### config.mk
export PLATFORM = sky130hd
export DESIGN_NAME = bcd_sweep_ctrl_flat
export DESIGN_NICKNAME = d
export VERILOG_FILES = /design/src/rtl/bcd_sweep_ctrl_if.sv /design/src/rtl/bcd_sweep_ctrl.sv /design/src/flat_wrapper.sv
export SDC_FILE = /design/constraint.sdc
export NUM_CORES = 1
export LEC_CHECK = 0
export ABC_AREA = 1
export CAP_MARGIN = 10
export CORE_UTILIZATION = 50
export CTS_CLUSTER_SIZE = 16
export DETAILED_ROUTE_END_ITERATION = 7
export PLACE_DENSITY = 0.85
export SYNTH_ARGS = -nofsm -noshare
export SYNTH_HDL_FRONTEND = slang
export SYNTH_SLANG_ARGS = --single-unit
export TNS_END_PERCENT = 10
### constraint.sdc
create_clock -name clk -period 3.5 [get_ports clk]
set_clock_uncertainty 0.05 [all_clocks]
set_input_delay 0.875 -clock clk [delete_from_list [all_inputs] [get_ports clk]]
set_output_delay 0.875 -clock clk [all_outputs]
set_load 0.1 [all_outputs]
### src/rtl/bcd_sweep_ctrl_if.sv
// Sweep-control bundle: request/abort/endpoint inputs plus the BCD code,
// one-hot decimal select and status pulses returned by the controller.
interface bcd_sweep_ctrl_if;
    logic       start;
    logic       abort;
    logic       dir;
    logic [3:0] first;
    logic [3:0] last;
    logic [3:0] a;
    logic [9:0] dec;
    logic       busy;
    logic       done;
    logic       err;

    // Requester side: issues sweeps, observes the code and status.
    modport master (
        output start, abort, dir, first, last,
        input  a, dec, busy, done, err
    );

    // Controller side.
    modport slave (
        input  start, abort, dir, first, last,
        output a, dec, busy, done, err
    );
endinterface

### src/rtl/bcd_sweep_ctrl.sv
// BCD sweep controller: steps a BCD code from a start value to an end value
// (up or down, wrapping through 9/0), holding each code PRESCALE cycles and
// driving a registered one-hot decimal select alongside it.
module bcd_sweep_ctrl #(
    parameter int PRESCALE = 4
) (
    input  logic               clk,
    input  logic               rst,
    bcd_sweep_ctrl_if.slave    bus
);
    typedef enum logic [1:0] {IDLE, RUN, DONE} state_t;

    // Terminal count of the 8-bit hold counter; PRESCALE=256 maps to 255.
    localparam logic [7:0] TC = 8'(PRESCALE - 1);

    state_t     state_reg, state_next;
    logic [3:0] a_reg, a_next;
    logic [9:0] dec_reg, dec_next;
    logic       busy_reg, busy_next;
    logic       done_reg, done_next;
    logic       err_reg, err_next;
    logic [7:0] cnt_reg, cnt_next;
    logic       dir_reg, dir_next;
    logic [3:0] last_reg, last_next;

    // The start value needs no separate copy: it is loaded straight into a_reg.
    logic [3:0] a_step;
    logic [9:0] first_onehot;
    logic [9:0] step_onehot;

    // Next code in the sweep direction, wrapping 9->0 going up and 0->9 going down.
    always_comb begin
        if (dir_reg)
            a_step = (a_reg == 4'd0) ? 4'd9 : a_reg - 4'd1;
        else
            a_step = (a_reg == 4'd9) ? 4'd0 : a_reg + 4'd1;
    end

    // Decimal decode of the two codes that can be loaded into a_reg.
    for (genvar gi = 0; gi < 10; gi++) begin : g_decode
        assign first_onehot[gi] = (bus.first == 4'(gi));
        assign step_onehot[gi]  = (a_step == 4'(gi));
    end

    // State and output registers; reset takes effect without waiting for a clock.
    always_ff @(posedge clk or posedge rst) begin
        if (rst) begin
            state_reg <= IDLE;
            a_reg     <= 4'd0;
            dec_reg   <= 10'd0;
            busy_reg  <= 1'b0;
            done_reg  <= 1'b0;
            err_reg   <= 1'b0;
            cnt_reg   <= 8'd0;
            dir_reg   <= 1'b0;
            last_reg  <= 4'd0;
        end else begin
            state_reg <= state_next;
            a_reg     <= a_next;
            dec_reg   <= dec_next;
            busy_reg  <= busy_next;
            done_reg  <= done_next;
            err_reg   <= err_next;
            cnt_reg   <= cnt_next;
            dir_reg   <= dir_next;
            last_reg  <= last_next;
        end
    end

    // Next-state and next-output logic; pulses default low every cycle.
    always_comb begin
        state_next = state_reg;
        a_next     = a_reg;
        dec_next   = dec_reg;
        busy_next  = 1'b0;
        done_next  = 1'b0;
        err_next   = 1'b0;
        cnt_next   = cnt_reg;
        dir_next   = dir_reg;
        last_next  = last_reg;
        case (state_reg)
            IDLE: begin
                dec_next = 10'd0;
                cnt_next = 8'd0;
                // Abort in the same cycle suppresses the request entirely.
                if (bus.start && !bus.abort) begin
                    if (bus.first <= 4'd9 && bus.last <= 4'd9) begin
                        state_next = RUN;
                        a_next     = bus.first;
                        dec_next   = first_onehot;
                        busy_next  = 1'b1;
                        dir_next   = bus.dir;
                        last_next  = bus.last;
                    end else begin
                        err_next = 1'b1;
                    end
                end
            end
            RUN: begin
                if (bus.abort) begin
                    state_next = IDLE;
                    dec_next   = 10'd0;
                    cnt_next   = 8'd0;
                end else if (cnt_reg == TC) begin
                    cnt_next = 8'd0;
                    if (a_reg == last_reg) begin
                        // Final code has had its full hold time; a and dec stay put.
                        state_next = DONE;
                        done_next  = 1'b1;
                    end else begin
                        a_next    = a_step;
                        dec_next  = step_onehot;
                        busy_next = 1'b1;
                    end
                end else begin
                    cnt_next  = cnt_reg + 8'd1;
                    busy_next = 1'b1;
                end
            end
            DONE: begin
                state_next = IDLE;
                dec_next   = 10'd0;
            end
            default: begin
                state_next = IDLE;
                dec_next   = 10'd0;
            end
        endcase
    end

    assign bus.a    = a_reg;
    assign bus.dec  = dec_reg;
    assign bus.busy = busy_reg;
    assign bus.done = done_reg;
    assign bus.err  = err_reg;
endmodule

### src/flat_wrapper.sv
// flat-port wrapper written by rule: the top's interface ports become plain ports
module bcd_sweep_ctrl_flat 
#(
    parameter int PRESCALE = 4
)
  (clk, rst, bus_start, bus_abort, bus_dir, bus_first, bus_last, bus_a, bus_dec, bus_busy, bus_done, bus_err);
  bcd_sweep_ctrl_if bus_i ();
  input  logic clk;
  input  logic rst;
  input wire logic [$bits(bus_i.start)-1:0] bus_start;
  input wire logic [$bits(bus_i.abort)-1:0] bus_abort;
  input wire logic [$bits(bus_i.dir)-1:0] bus_dir;
  input wire logic [$bits(bus_i.first)-1:0] bus_first;
  input wire logic [$bits(bus_i.last)-1:0] bus_last;
  output wire logic [$bits(bus_i.a)-1:0] bus_a;
  output wire logic [$bits(bus_i.dec)-1:0] bus_dec;
  output wire logic [$bits(bus_i.busy)-1:0] bus_busy;
  output wire logic [$bits(bus_i.done)-1:0] bus_done;
  output wire logic [$bits(bus_i.err)-1:0] bus_err;
  assign bus_i.start = bus_start;
  assign bus_i.abort = bus_abort;
  assign bus_i.dir = bus_dir;
  assign bus_i.first = bus_first;
  assign bus_i.last = bus_last;
  assign bus_a = bus_i.a;
  assign bus_dec = bus_i.dec;
  assign bus_busy = bus_i.busy;
  assign bus_done = bus_i.done;
  assign bus_err = bus_i.err;
  bcd_sweep_ctrl #(.PRESCALE(PRESCALE)) u_core (.clk(clk), .rst(rst), .bus(bus_i));
endmodule
Word-level counts from Yosys, hierarchy flattened. Cells that the tools add are included.

$lt $le $gt $ge: 2. Reduce and logical (&&, ||, !) cells: 12. Eq/ne operators: 30. Divide/modulo/power cells: 0. Multiplexer cells: 37. Bitwise logic cells: 0. Multipliers: 0. Shift operators: 0. Add/subtract/negate cells: 3.

Operator list (count): $mux W10 (5); $eq A4 B3 Y1 const B (8); $mux W4 (8); $eq A4 B4 Y1 const B (5); $pmux W10 S2 (1); $eq A4 B2 Y1 const B (4); $mux W8 (2); $pmux W8 S2 (1); $logic_not A4 Y1 (3); $mux W1 (12); $mux W2 (5); $add A8 B1 Y8 const B (1); $eq A4 B1 Y1 const B (2); $eq A8 B2 Y1 const B (1); $le A4 B4 Y1 const B (2); $pmux W4 S2 (1); $ne A2 B1 Y1 const B (3); $ne A3 B2 Y1 const B (2); $reduce_and A6 Y1 (1); $add A4 B1 Y4 const B (1); $eq A4 B4 Y1 (1); $ne A2 B2 Y1 const B (2); $pmux W2 S2 (1); $reduce_and A4 Y1 (1); other kinds (10) (11).

Bits in writable memories: 0. Output and inout bits: 17. Bits in read-only memories: 0. Latch bits: 0. Memories kept: 0. Word-level logic and storage cells: 93. Register bits after elaboration: 32. Input bits: 13.

Depth between registers and ports, before layout. Gate-level depths: netlist of run 1.

Depth in word-level cells: 8. Gate-level depth with buffers: 12. Depth with buffers taken out: 11.

Least setup slack after synthesis of run 1. No wires, ideal clock.

Path kind: reg-to-reg. Start: register u_core.a_reg[0] (netlist: u_core.bus.a[0]). End: register u_core.a_reg[2] (netlist: u_core.bus.a[2]). Setup time: 123 ps. Setup slack: 1420 ps. Arrival time: 1907 ps. Cell stages (with the launch flop): 10. Clock period less this slack: 2080 ps. Path buffers: 1. Required time: 3327 ps. Cells stage by stage: dfrtp_1 -> buf_4 -> xor2_1 -> nor2_1 -> nand2_1 -> nand2_1 -> nand2_1 -> nand2_2 -> nand2_1 -> nand2_1.

Longest elaborated chain between the ends: 7. Elaborated cells between the ends (all ways): 14. Those cells by class: add/sub (2); eq/ne (3); mux (7); reduce/logical (2).

RTL lines: start: declaration (RTL line bcd_sweep_ctrl.sv:17) `logic [3:0] a_reg, a_next;`; start signal: assignment (RTL line bcd_sweep_ctrl.sv:59) `a_reg <= a_next;`; $add A4 B1 Y4, or another cell as far along (RTL line bcd_sweep_ctrl.sv:36) `a_step = (a_reg == 4'd9) ? 4'd0 : a_reg + 4'd1;`; $mux W4 (on tied branches) (RTL line bcd_sweep_ctrl.sv:36, bcd_sweep_ctrl.sv:34); $mux W4 (RTL line bcd_sweep_ctrl.sv:33) `if (dir_reg)`; $mux W4 (RTL line bcd_sweep_ctrl.sv:106) `if (a_reg == last_reg) begin`; $mux W4 (RTL line bcd_sweep_ctrl.sv:104) `end else if (cnt_reg == TC) begin`; $mux W4 (RTL line bcd_sweep_ctrl.sv:100) `if (bus.abort) begin`; $pmux W4 S2 (RTL line bcd_sweep_ctrl.sv:81) `case (state_reg)`.

Several ways; a longest one is shown, not always the timed one. The select of a mux whose other input is x is not followed. A chain may end at the register's enable or synchronous reset.

Worst setup path after layout of run 1.
Start: input bus_first[1]. End: register u_core.dec_reg[6] (netlist: u_core.bus.dec[6]).

Longest elaborated chain between the ends: 5. Elaborated cells between the ends (all ways): 6. Those cells by class: order compare (1); eq/ne (1); mux (3); reduce/logical (1).

RTL lines: start: declaration (RTL line flat_wrapper.sv:13) `input wire logic [$bits(bus_i.first)-1:0] bus_first;`; $le A4 B4 Y1 (RTL line bcd_sweep_ctrl.sv:87) `if (bus.first <= 4'd9 && bus.last <= 4'd9) begin`; $logic_and A1 B1 Y1 (RTL line bcd_sweep_ctrl.sv:87); $mux W10 (*) (RTL line bcd_sweep_ctrl.sv:87); $mux W10 (*) (RTL line bcd_sweep_ctrl.sv:86) `if (bus.start && !bus.abort) begin`; $pmux W10 S2 (*) (RTL line bcd_sweep_ctrl.sv:81); end signal: assignment (RTL line bcd_sweep_ctrl.sv:60) `dec_reg <= dec_next;`; end: declaration (RTL line bcd_sweep_ctrl.sv:18) `logic [9:0] dec_reg, dec_next;`.

Every way passes the cells marked *; elsewhere a longest branch is shown, timed or not.

==> results.cfg, run 1 <==
[die]
width_of_the_die_um = 64.9
core.rowCount = 22
dieHeight_um = 64.9
core_area_um2 = 3720
floorplan.die_area_um2 = 4210
initial_utilization = 0.533
io_pins = 30

[clock_tree]
clk_latency_ps = 290
cts.reportedPaths.clkPinSlew_ps = 60
max-clock-path-buffers = 2
tritoncts_clock_tree = built
cts_root_buffer = clkbuf_8
cts_htree_levels = 2
tritoncts_num_sinks = 32
cts_setup_buffers = 0
cts_buffers = 5
post_cts_resize_count = 0
cts-hold-fix-buffers = 0

[grt]
groute.layer.met1.usage = 0.283
global_route_usage_over_all_layers = 0.239
first_global_vias = 1784
grt-busiest-layer = met2
grt_first_pass_wirelength_mm = 7.63
grt_antenna_before_repair = 0
grt_start_max_net_pins = 33
globalRouteOverflowTotal = 0
global_route.usage.met2 = 0.415
globalRouteMet3Util = 0.0440

[critical_path]
end_kind = flip-flop
worst_ep_required_time_ps = 3680
data_arrival_time_of_the_worst_path_ps = 2610
worst-path-max-fanout = 13
timing.critical_path.from_type = primary input
crit_type = primary input to flip-flop

[synthesis]
synth_simple_gate_area_frac = 0.452
synth_top_cell_by_area = dfrtp_1
share_of_the_synthesized_area_in_compound_gates_ao_oa_aoi_oai = 0.0474
yosys.area_share.adder = 0.00632
synth_sequential_area_ratio = 0.405
synth.mux.area_fraction = 0
ys_seq_elements = 32
synth_top_family_by_area = simple AND/OR/NAND/NOR gates
synthesis.instances = 268
ys_types = 28
synth_fp_nets = 282
yosysWarningCount = 0
synth_area_um2 = 1980
netlist_top_cells_area = dfrtp_1, nand2_1, nand3_1, nor2_4, inv_1
synth_top_area_frac = 0.405
post_synth.cell_area_avg_um2 = 7.39
synth-xor-area-share = 0.0221

[route]
remaining_drc_errors = 0
dr_total_vias = 1817
detail_route.vias_per_cell = 5.24
wire_per_inst_um = 12.5
antenna_violating_nets_post_route = 0
initial_drc_count = 125
detail_route.wirelength_mm = 4.35
drt_pass_1_iters = 4

[power]
internal-power_uw = 668
sw_frac_of_total = 0.456
power_leakage_uw = 0.00120
power_frac_comb = 0.398
total_switching_power_uw = 559
power.sequential.fraction = 0.379
worst_ir_drop_vdd_uv = 348
finalPower_uw = 1230
power_frac_clock = 0.222
power.density_cell_area_nw_per_um2 = 525

[timing]
rsz_0062_raised_after_global_routing = no
final_setup_margin_ps = 1070
achievable-frequency_ghz = 0.411
worst-slew-pin-transition_ps = 485
finalSetupViolations = 0
finalHoldViolations = 0
fin_hold_ws_ps = 451
worst_slew_margin_rel = 0.674
fin_setup_tns_ps = 0
timing.final.crit_period_ps = 2430
min_period_over_period = 0.695
drv_slew = 0

[layout]
largest_register_ffs = 10
insertedDiodeCount = 0
fin_util = 0.628
nNetsFinal = 313
area_delta_synth_final_pct = 18.0
drive_gt1_frac = 0.181

[placement]
port_buffers = 29
finalWeightedCongestion = 0.911
dp_worst_setup_slack_ps = 765
place_hpwl_mm = 3.17

[job]
cap_violations = 0

[run_status]
status = finished, final reports clean

[worst_hold_path]
hold_path.class = flip-flop to flip-flop
worst paths after layout:
| kind | from | endpoint | slack, ps | cells past startpoint |
|---|---|---|---|---|
| worst max-delay path | bus_first[1] | u_core.bus.dec[6] | 1070 | 10 |
| worst min-delay path | u_core.last_reg[3] | u_core.last_reg[3] | 450 | 2 |
| worst max register to register | u_core.cnt_reg[1] | u_core.bus.a[1] | 1480 | 9 |
| worst min register to register | u_core.last_reg[3] | u_core.last_reg[3] | 450 | 2 |
| max in group asynchronous | rst | u_core.bus.a[2] | 2200 | 3 |
| min in group asynchronous | rst | u_core.bus.dec[5] | 910 | 3 |
stage by stage:
stage / area [um2] / std cells
after floorplan: 1980 / 268
after global placement: 2260 / 340
after detailed placement: 2260 / 340
after CTS: 2330 / 347
after global routing: 2330 / 347
final: 2330 / 347
area by class of cell:
cell class,instances,area [um2]
clock buffer,6,72.6
clock inverter,1,5.00
fill,340,1380
inverter,24,96.3
multi-input combinational,206,1040
sequential,32,801
tap,48,60.1
timing repair buffer,30,255
layer usage:
metal | up-vias | routed length, um
met5 | - | 0
met4 | 0 | 65
met3 | 7 | 178
met2 | 44 | 2180
met1 | 850 | 1930
li1 | 916 | -
power by group through the flow:
stage | clock network (uW) | logic (uW) | registers, uW
finish | 273 | 488 | 465
global route | 287 | 532 | 472
CTS | 275 | 487 | 465
detailed placement | 0 | 486 | 471
global placement | 0 | 482 | 470
floorplan | 0 | 269 | 588
cells by family after synthesis:
logic type | after synthesis
AO/OA/AOI/OAI | 18
XOR/XNOR | 5
adder cells (fa/ha/maj) | 1
buffers and inverters | 30
flip-flops | 32
AND/OR/NAND/NOR | 182
synthesized netlist by cell type:
cell type,n
nor3_1,4
a21oi_2,1
nand2_2,5
nor2_1,14
nor3b_1,1
inv_2,5
nor2_4,6
inv_4,2
nand3_1,29
o21ai_0,11
nor3b_2,2
nand4_4,1
nor4_1,1
nand2_4,1
buf_2,3
nor2_2,3
nor2_8,2
ha_1,1
dfrtp_1,32
xor2_1,5
nand4_1,7
nor3_2,1
nand2_1,105
inv_1,16
buf_4,3
a21oi_1,4
o21ai_1,2
clkinv_2,1
cell usage in the layout, fill, tap and decap left out, types with 2 or more instances in the layout:
master           instances
o21ai_0                 11
nand3_1                 29
nand4_1                  7
o21ai_1                  2
clkinv_2                 2
dfrtp_1                 32
buf_4                   18
nor3b_2                  2
nor3_1                   4
nand2_2                  5
inv_2                    5
nand2_1                105
xor2_1                   5
nor2_2                   3
clkbuf_8                 5
nor2_4                   6
nor2_8                   2
a21oi_1                  4
inv_1                   16
inv_4                    2
clkdlybuf4s50_1         12
nor2_1                  14
worst max-delay path, stage by stage:
cell             delay, ps
clkdlybuf4s50_1        490
o21ai_0                290
nand2_1                140
nor2_4                 270
inv_2                  160
nor2_4                 150
nand2_1                 60
nand2_1                 60
nand2_1                 40
nand2_1                 60
Power figures use the tool's default switching activity.
==> run 2, diff against run 1 <==
--- a/config.mk
+++ b/config.mk
@@ -7,10 +7,10 @@
 export LEC_CHECK = 0
 export ABC_AREA = 1
 export CAP_MARGIN = 10
-export CORE_UTILIZATION = 50
+export CORE_UTILIZATION = 49
 export CTS_CLUSTER_SIZE = 16
 export DETAILED_ROUTE_END_ITERATION = 7
-export PLACE_DENSITY = 0.85
+export PLACE_DENSITY = 0.86
 export SYNTH_ARGS = -nofsm -noshare
 export SYNTH_HDL_FRONTEND = slang
 export SYNTH_SLANG_ARGS = --single-unit
==> constraint.sdc (replaced) <==
create_clock -name clk -period 2.2 [get_ports clk]
set_clock_uncertainty 0.05 [all_clocks]
set_input_delay 0.55 -clock clk [delete_from_list [all_inputs] [get_ports clk]]
set_output_delay 0.55 -clock clk [all_outputs]
set_load 0.1 [all_outputs]
==> results.cfg, run 2 (synthesis gave the netlist of run 1 again) <==
[layout]
largest_register_ffs = 10
area_delta_synth_final_pct = 24.5
final_cell_mix = nand2_1, dfrtp_1, nand3_1
stdcell_count = 354
mostFrequentLayoutCell = nand2_1
nNetsFinal = 319
drive_gt1_frac = 0.203
final_design_area_no_fill_um2 = 2460
fin_util = 0.653
insertedDiodeCount = 0

[clock_tree]
cts_setup_buffers = 0
max-clock-path-buffers = 2
cts_htree_levels = 2
cts.reportedPaths.clkPinSlew_ps = 70
post_cts_resize_count = 0
cts_buffers = 5
tritoncts_clock_tree = built
tritoncts_num_sinks = 32
clk_latency_ps = 290
cts-hold-fix-buffers = 0
cts_root_buffer = clkbuf_8

[route]
dr_total_vias = 1788
drt_pass_1_iters = 4
dr.max_layer_used = met4
detail_route.vias_per_cell = 5.05
antenna_violating_nets_post_route = 0
initial_drc_count = 110
wl_met1_mm = 2.00
met2_length_mm = 1.96
wire_per_inst_um = 11.9
detail_route.wirelength_mm = 4.20
wl_met3_um = 187
remaining_drc_errors = 0

[die]
core.rowCount = 22
floorplan.die_area_um2 = 4300
core_area_um2 = 3770
width_of_the_die_um = 65.6
dieHeight_um = 65.6
initial_utilization = 0.525
io_pins = 30

[critical_path]
timing.critical_path.from_type = primary input
series_of_cell_instances_along_the_critical_path = clkdlybuf4s50_1, o21ai_0, nand2_1, nor2_4, inv_2, nor2_4, nand2_1, nand2_1, nand2_1, nand2_1
worst_path_most_repeated_cell = nand2_1
crit_type = primary input to flip-flop
worst_ep_required_time_ps = 2370
worst_path_largest_cell_delay_ps = 490
reg2reg_setup_slack_ps = 370
critical_path.slowest_cell = clkdlybuf4s50_1
worst-path-max-fanout = 4
cpLargestDelayFamily = simple AND/OR/NAND/NOR gates
worstPathBufferInverterCount = 2
data_arrival_time_of_the_worst_path_ps = 2030
end_kind = flip-flop

[placement]
dp_worst_setup_slack_ps = 93.1
port_buffers = 29
placed_cell_area_um2 = 2350
placed_cells = 346
finalWeightedCongestion = 0.898
place_hpwl_mm = 3.13

[timing]
finalSetupViolations = 0
worst_slew_margin_rel = 0.680
timing.final.crit_period_ps = 1860
rsz_0062_raised_after_global_routing = no
worst-slew-pin-transition_ps = 480
finalHoldViolations = 0
final_setup_margin_ps = 341
min_period_over_period = 0.845
achievable-frequency_ghz = 0.538
fin_setup_tns_ps = 0
drv_slew = 0

[power]
power.density_cell_area_nw_per_um2 = 877
power_leakage_uw = 0.00126
worst_ir_drop_vdd_uv = 725

[grt]
first_global_vias = 1616
global_route_usage_over_all_layers = 0.226
grt_antenna_before_repair = 0
grt_start_max_net_pins = 33
grt_first_pass_wirelength_mm = 7.22
globalRouteOverflowTotal = 0

[job]
cap_violations = 0

[run_status]
status = finished, final reports clean

[worst_hold_path]
hold_path.class = flip-flop to flip-flop
run 2: layout make-up:
class	count	area, um2
flip-flops and latches	32	801
inverters	24	96.3
fillers	341	1310
repair buffers	36	350
clock inverters	3	42.5
multi-input cells	206	1040
clock buffers	5	68.8
well taps	48	60.1
run 2: routing by layer:
metal,up-vias,global-route usage
li1,925,-
met1,819,0.288
met2,39,0.369
met3,5,0.0590
met4,0,0.0761
met5,-,0
run 2: path summary, 6_finish.rpt:
kind | depth (start not counted) | startpoint | to
worst max-delay path | 10 | bus_first[2] | u_core.bus.dec[4]
worst min register to register | 2 | u_core.last_reg[0] | u_core.last_reg[0]
worst min-delay path | 2 | u_core.last_reg[0] | u_core.last_reg[0]
worst max register to register | 10 | u_core.bus.a[0] | u_core.bus.dec[4]
max in group asynchronous | 3 | rst | u_core.bus.busy
min in group asynchronous | 3 | rst | u_core.bus.dec[6]
run 2: tightest hold or removal path: stages (launching register included):
cell,delay (ps)
dfrtp_1,360
nand2_1,60
nand2_1,50
run 2: stage by stage:
step | power (uW) | hold slack [ps]
floorplan | 1360 | 411
global placement | 1580 | 425
detailed placement | 1600 | 428
CTS | 2170 | 447
global route | 2280 | 465
finish | 2160 | 447
run 2: power by group:
part           total [uW]  internal (uW)  switching, uW
registers             753            642            111
logic                 842            269            574
clock network         565            335            230
total                2160           1250            914
==> variant: new RTL, settings of run 1 <==
`a_reg` no longer has a reset.
--- a/src/rtl/bcd_sweep_ctrl.sv
+++ b/src/rtl/bcd_sweep_ctrl.sv
@@ -47,5 +47,4 @@
         if (rst) begin
             state_reg <= IDLE;
-            a_reg     <= 4'd0;
             dec_reg   <= 10'd0;
             busy_reg  <= 1'b0;
@@ -57,5 +56,4 @@
         end else begin
             state_reg <= state_next;
-            a_reg     <= a_next;
             dec_reg   <= dec_next;
             busy_reg  <= busy_next;
@@ -66,4 +64,8 @@
             last_reg  <= last_next;
         end
+    end
+
+    always_ff @(posedge clk) begin
+        a_reg <= a_next;
     end
 
Check against the original RTL: not equivalent (Yosys sat finds a counterexample within 4 cycles, from zero or initial values and one cycle with rst high).
==> variant against run 1 <==
  * Register-to-register slack improved by 0.17 ns
  * Routed wire length is 7.7% lower
  * Worst setup slack improved by 0.090 ns
  * Area after synthesis decreased by 1.8%
  * Design area is 1.5% lower
  * Sequential cell count is the same
  * Critical path type unchanged
Power is not compared: it rests on default switching activity, and its combinational part moved more than twofold at a synthesized area within 25%.
==> variant: results (changes against run 1) <==
| Metric | Value |
|---|---|
| Setup bufs post-CTS | 0 (unchanged) |
| Syn Nets | 270 (-4.3%) |
| Routed vias | 1712 (-5.8%) |
| Worst slack, placed | 0.8580 ns (+0.09278 ns) |
| Arr. time, crit path | 2.26 ns (-0.35 ns) |
| Final net count | 301 (-3.8%) |
| Routability cong. | 0.9828 (+7.9%) |
| Detailed Place HPWL | 3040 um (-4.1%) |
| Total GRT Usage | 22.28% (-1.6 points) |
| TritonCTS buffer count | 5 (unchanged) |
| CTS resizes | 0 (unchanged) |
| Combinational share of power | 23.5% |
| Vias in the first global route | 1606 (-10%) |
| Area after DPL | 0.002207 mm2 (-2.2%) |
| Total power | 0.0009388 W |
| Ant diodes | 0 (unchanged) |
| Top cells by count, synth | 87 x nand2_1, 28 x dfrtp_1, 26 x nand3_1 |
| Synth top area cells | dfrtp_1 36%, nand2_1 17%, nand3_1 6.7% |
| # port buffers | 29 (unchanged) |
| Share of cells above drive strength 1 | 20.14% (+2.1 points) |
| Antenna violations before repair | 0 (unchanged) |
| Power Clock | 0.000296 W |
| Routed len/inst | 11.96 um (-4.7%) |
| Worst Tran Pin Value | 0.3929 ns (-0.09162 ns) |
| Outcome | complete, no violations |
| EDFF count, synth | 4 (+4) |
| Largest net degree at the start of global routing | 29 (-12%) |
| Worst VDD drop | 0.2262 mV |
| Dpl cells | 328 (-3.5%) |
| Sequential area share after synthesis | 42.21% (+1.8 points) |
| Later-pin clock latency in the skew report | 0.28 ns |
| DR vias/cell | 5.095 (-2.7%) |
| Synth Area per Inst | 7.595 um2 (+2.8%) |
| Initial DRC Count | 82 (-34%) |
| Crit-path leading delay family | compound AO/OA/AOI/OAI gates |
| Asr flop ratio synth | 87.50% (-13 points) |
| First-pass GRT wire length | 7093 um (-7.1%) |
| Crit Path Max Fanout | 10 (-3) |
| Initial DRT Pass Iterations | 5 (+1) |
| Slowest stage cell, crit path | clkdlybuf4s50_1 |
[variant: cell count changes after synthesis, moves of 3 or more]
cell      delta
nand4_1      -3
buf_2        -3
nand3_1      -3
dfrtp_1      -4
edfxtp_1     +4
nand2_1     -18
nand3_2      +4
nor2_1       +7
nand2_4      +3
a21oi_1      -3
nor3_1       +3
[variant: final cells by class]
| cell class | count | area (um2) |
|---|---|---|
| fillers | 350 | 1389 |
| multi-input cells | 192 | 972.2 |
| flip-flops and latches | 32 | 820.8 |
| repair buffers | 30 | 255.2 |
| inverters | 26 | 98.84 |
| clock buffers | 6 | 82.58 |
| well taps | 48 | 60.06 |
| clock inverters | 2 | 10.01 |
[variant: worst paths after layout]
kind                                      from                  end  slack (ns)  cells past startpoint
setup / recovery                  bus_first[1]      u_core.bus.a[0]        1.16                      5
max in group asynchronous                  rst  u_core.state_reg[0]        2.24                      3
setup reg to reg           u_core.state_reg[1]    u_core.bus.dec[8]        1.65                      9
hold / removal               u_core.bus.dec[9]    u_core.bus.dec[9]        0.46                      2
min in group asynchronous                  rst    u_core.cnt_reg[1]        0.90                      3
hold reg to reg              u_core.bus.dec[9]    u_core.bus.dec[9]        0.46                      2
[variant: logic make-up after synthesis]
| family | share of synthesized area (%) |
|---|---|
| XOR/XNOR | 3.153 |
| AND/OR/NAND/NOR | 41.44 |
| adder cells (fa/ha/maj) | 0.6434 |
| buffers and inverters | 7.786 |
| flip-flops | 42.21 |
| AO/OA/AOI/OAI | 4.761 |
[variant: routing by layer]
layer	vias up	GRT usage [%]	part of all wire, %	wire [um]
met3	7	4.286	5.5	222
met2	46	37.37	50	1996
met4	0	5.000	0.87	35
met5	-	0	0	0
li1	874	-	-	-
met1	785	29.63	44	1763
